--- src/rtl/func_sweep_checker_pkg.sv ---
// Shared types and constants for the func_sweep_checker block.
//   state_t  : sweep controller states
//   VEC_W    : width of the function input vector
//   NUM_VEC  : number of input vectors in one sweep
//   CNT_W    : width of the mismatch counter (holds 0..NUM_VEC)
//   TMR_W    : width of the settle counter (SETTLE legal range 1..15)
//   F_TRUTH  : golden truth table of F = A(CD + B) + BC', bit i = F({A,B,C,D} = i)
package func_sweep_checker_pkg;

  localparam int unsigned VEC_W   = 4;
  localparam int unsigned NUM_VEC = 16;
  localparam int unsigned CNT_W   = 5;
  localparam int unsigned TMR_W   = 4;

  localparam logic [NUM_VEC-1:0] F_TRUTH = 16'hF830;

  typedef enum logic [1:0] {
    IDLE  = 2'd0,
    DRIVE = 2'd1,
    DONE  = 2'd2
  } state_t;

endpackage

--- src/rtl/func_sweep_checker_settle_timer.sv ---
// settle_timer: counts 0..SETTLE-1 while enabled and flags the last cycle.
//   clk, rst_n : clock, asynchronous active-low reset
//   load       : restart the count at 0 (has priority over en)
//   en         : advance the count this cycle
//   expire     : high in the enabled cycle where count = SETTLE-1; this is
//                a combinational decode so the owner can act on that very edge
module settle_timer
  import func_sweep_checker_pkg::*;
#(
  parameter int unsigned SETTLE = 2
) (
  input  logic clk,
  input  logic rst_n,
  input  logic load,
  input  logic en,
  output logic expire
);

  localparam logic [TMR_W-1:0] LAST = TMR_W'(SETTLE - 1);

  logic [TMR_W-1:0] count;

  assign expire = en & (count == LAST);

  // Wrap to 0 on expiry so back-to-back vectors each get SETTLE cycles.
  always_ff @(posedge clk or negedge rst_n) begin
    if (!rst_n) begin
      count <= '0;
    end else if (load) begin
      count <= '0;
    end else if (en) begin
      count <= expire ? '0 : count + TMR_W'(1);
    end
  end

endmodule

--- config.mk ---
export PLATFORM = sky130hd
export DESIGN_NAME = settle_timer
export DESIGN_NICKNAME = d
export VERILOG_FILES = /design/src/rtl/func_sweep_checker_pkg.sv /design/src/rtl/func_sweep_checker_settle_timer.sv
export SDC_FILE = /design/constraint.sdc
export NUM_CORES = 1
export LEC_CHECK = 0
export CAP_MARGIN = 15
export CORE_AREA = 2 2 39 41
export DETAILED_ROUTE_END_ITERATION = 8
export DIE_AREA = 0 0 41 43
export GPL_ROUTABILITY_DRIVEN = 0
export GPL_TIMING_DRIVEN = 0
export HOLD_SLACK_MARGIN = 0.02
export SYNTH_ARGS = -nofsm -noshare
export SYNTH_HDL_FRONTEND = slang
export SYNTH_SLANG_ARGS = --single-unit
--- constraint.sdc ---
create_clock -name clk -period 1.8 [get_ports clk]
set_input_delay 0.36 -clock clk [delete_from_list [all_inputs] [get_ports clk]]
set_output_delay 0.36 -clock clk [all_outputs]
set_load 0.01 [all_outputs]
# == After elaboration in Yosys (flattened, before gate mapping) ==
# Index checks and enable logic that the tools add are counted.
# word_totals
regBits,4
input_bits,4
output_inout_bits,1
wordCells,8
# op_classes
n_addsub,1
n_eq_ne,1
n_mux,3
n_bitwise,1
reduce_logical,1
# ops
op,count
4-bit 2-to-1 mux,3
"4-bit by 1-bit adder with 4-bit output, second input constant",1
"4-bit by 1-bit == test with 1-bit output, second input constant",1
2-bit nonzero test,1
1-bit bitwise AND,1

# == Logic depth before layout (Yosys ltp) ==
# logic_depth
depth_word,5
mapped_depth,5

# == Worst setup path before layout ==
# Ideal clock, no wire load.
# synth_timing
path_type,register to output
from,reg count[0]
to,out expire
t_arrival_ns,0.958
required_time_ns,1.440
path_slack_ns,0.482
path_stages_with_launch,4
n_path_buf,0
cell_sequence,dfrtp_1 -> ha_1 -> nor3b_2 -> and2_2
# synth_between
elab_chain_len,2
# synth_rtl
element,line_no,text
start: declaration,func_sweep_checker_settle_timer.sv:21,logic [TMR_W-1:0] count;
start signal: assignment,func_sweep_checker_settle_timer.sv:32,count <= expire ? '0 : count + TMR_W'(1);
4-bit by 1-bit == test with 1-bit output,func_sweep_checker_settle_timer.sv:23,assign expire = en & (count == LAST);
1-bit bitwise AND,func_sweep_checker_settle_timer.sv:23,
end: declaration,func_sweep_checker_settle_timer.sv:16,output logic expire
# No other way between the ends.

# == Final worst setup path ==
# layout_timing
from,reg count[1]
to,out expire
# The elaborated chain is that of the path after synthesis.

==> results <==
-- area by class of cell --
class / count / area share [%]
inverters: 2 / 2.182
repair buffers: 7 / 16.73
multi-input cells: 17 / 39.64
clock buffers: 3 / 6.545
well taps: 16 / 5.818
flip-flops and latches: 4 / 29.09
-- what timing repair did --
item | CTS | global route
resized for setup | 8 | 0
setup endpoints to repair | 1 | 0
buffers inserted | 3 | 0
-- metrics by stage --
step	power, mW	hold WS [ps]	setup TNS (ps)	cells
global route	0.2618	350.1	0	49
detailed placement	0.1317	555.2	-208.7	43
global placement	0.1317	553.0	-228.6	43
floorplan	0.1141	64.41	0	23
CTS	0.2579	324.9	0	49
finish	0.2490	330.1	0	49
-- power breakdown --
part,leakage (nW),total (mW),internal [mW],switching [mW]
combinational,0.0788,0.0450,0.0264,0.0186
sequential,0.0547,0.0976,0.0946,0.00293
clock,0.0138,0.106,0.0743,0.0322
-- synth_stat cells, types with 2 or more instances --
cell type | instances | share of area, %
inv_1 | 2 | 3.2
dfrtp_1 | 4 | 43
nand2_1 | 2 | 3.2
ha_1 | 2 | 11
o31ai_1 | 2 | 6.4
nor2_1 | 2 | 3.2
-- final timing paths --
check	start	to	slack [ps]	cells past startpoint
setup / recovery	count[1]$_DFFE_PN0P_	expire	110	5
hold / removal	rst_n	count[1]$_DFFE_PN0P_	330	1
setup reg to reg	count[0]$_DFFE_PN0P_	count[1]$_DFFE_PN0P_	570	4
hold reg to reg	count[1]$_DFFE_PN0P_	count[1]$_DFFE_PN0P_	560	2
max in group asynchronous	rst_n	count[3]$_DFFE_PN0P_	1310	1
min in group clk	count[1]$_DFFE_PN0P_	count[1]$_DFFE_PN0P_	560	2
-- cell usage in the layout, fill, tap and decap left out, types with 2 or more instances in the layout --
master and count:
dfrtp_1 4, clkbuf_4 3, clkdlybuf4s50_1 3, buf_4 3, nor2_1 2, nand2_1 2, o31ai_1 2
-- per-layer routing --
metal / vias to the layer above / share of wire (%)
met5: - / 0
met4: 0 / 1.1
met3: 2 / 1.8
met2: 1 / 50
met1: 87 / 47
li1: 101 / -
-- cell families after synthesis --
group / Yosys count / share of synthesized area (%)
AOI/OAI and AO/OA: 4 / 13.90
xor gates and xnor gates: 1 / 3.744
adders and majority gates: 2 / 10.69
buffers and inverters: 2 / 3.210
DFF: 4 / 42.78
and+or+nand+nor: 10 / 25.68
==> impl_metrics.py <==
metrics = {
    "status": {
        "run_status": "completed",
    },
    "clock_tree": {
        "worstSkewPairLatency_ps": 230,
        "holdBufCountCts": 0,
        "clock_sinks": 4,
        "htree_num_levels": 1,
        "clock_path_buffers": 2,
        "clk_pin_slew_ps": 40,
        "cts_tree": "built",
        "cts_inserted_buffers": 3,
        "cts_root_buf": "clkbuf_4",
    },
    "cells_and_area": {
        "top_regs": "count x4",
        "diodes": 0,
        "utilization_pct": 24.86,
        "largest_register": "count",
        "seqCellArea_um2": 100.1,
        "largest_register_ffs": 4,
        "layout-area-overhead-vs-synth_pct": 47.06,
        "nNetsFinal": 41,
        "multi_input_area_um2": 136.4,
        "nFillCells": 157,
        "layout-drive-gt1-share_pct": 39.39,
        "fin_area_um2": 344.1,
    },
    "sta": {
        "relSlewSlack_pct": 83.59,
        "finalCriticalPeriod_ps": 1689,
        "hold_violations": 0,
        "fin_crit_sh_pct": 93.81,
        "fin_skew_ps": 0.6933,
        "fmax_ghz": 0.5922,
        "setup_viol": 0,
        "worstMarginPinSlew_ps": 245.3,
        "drv_slew": 0,
        "rsz0062_at_grt": "false",
        "setup_ws_ps": 111.5,
    },
    "floorplan": {
        "fp.dieH_um": 43,
        "initial_core_util_pct": 16.91,
        "std_cell_rows": 14,
        "core_area_um2": 1384,
        "dieArea_um2": 1763,
        "ioPinCount": 5,
        "die_w_um": 41,
    },
    "logic_synthesis": {
        "syn-num-nets": 29,
        "synth_edf_count": 0,
        "synthCells": 23,
        "async_flop_share_pct": 100.0,
        "ys.flop_type": "dfrtp_1",
        "syn-cell-area_um2": 234.0,
        "synth_seq_cells": 4,
        "ys_seq_area_share_pct": 42.78,
        "synth.avg_cell_area_um2": 10.17,
        "ys_types": 15,
        "yosysWarnings": 0,
    },
    "grt": {
        "grtUsageMet1_pct": 9.804,
        "antenna_found_initial": 0,
        "grt_pass1_vias": 201,
        "grt_max_degree": 7,
        "busiest_layer": "met1",
        "grtUsageMet3_pct": 1.571,
        "grt_pass1_wl_um": 800,
        "grtUsageMet2_pct": 8.125,
        "grt-ovfl-total": 0,
        "grt_usage_pct": 7.164,
    },
    "setup_path": {
        "critPathRequiredTime_ps": 1440,
        "crit_family": "flip-flops",
        "cp.buffers_inverters": 2,
        "cp_data_arrival_time_ps": 1330,
        "crit_fanout": 3,
        "start_kind": "flop",
        "cp_cell_sequence": "inv_2, ha_2, nor3b_4, and2_4, buf_2",
        "critPathKind": "reg -> out",
        "cp_slowest_cell": "dfrtp_1",
        "max_stage_delay_ps": 380,
        "cp-end-kind": "primary output",
    },
    "placement": {
        "dpl.hpwl_um": 323.6,
        "place_ws_ps": -208.7,
        "placed_cell_area_um2": 294.0,
        "io_buffers": 4,
    },
    "pwr": {
        "ir_worst_vdd_uv": 246.8,
        "power.density_nw_per_um2": 723.7,
        "leakagePower_nw": 0.1473,
    },
    "hold_path": {
        "hp-class": "in -> async",
    },
    "routing": {
        "drc_errors": 0,
        "drt-wirelength-per-cell_um": 9.061,
        "vias_per_cell": 3.898,
        "vias": 191,
        "routed_wl_um": 444,
        "drt_iter0_drc": 2,
        "drtAntennaViolNets": 0,
        "dr.pass1.iters": 4,
    },
    "run": {
        "drv_cap": 0,
    },
}
Note: power is estimated with default switching activity, not from simulation.
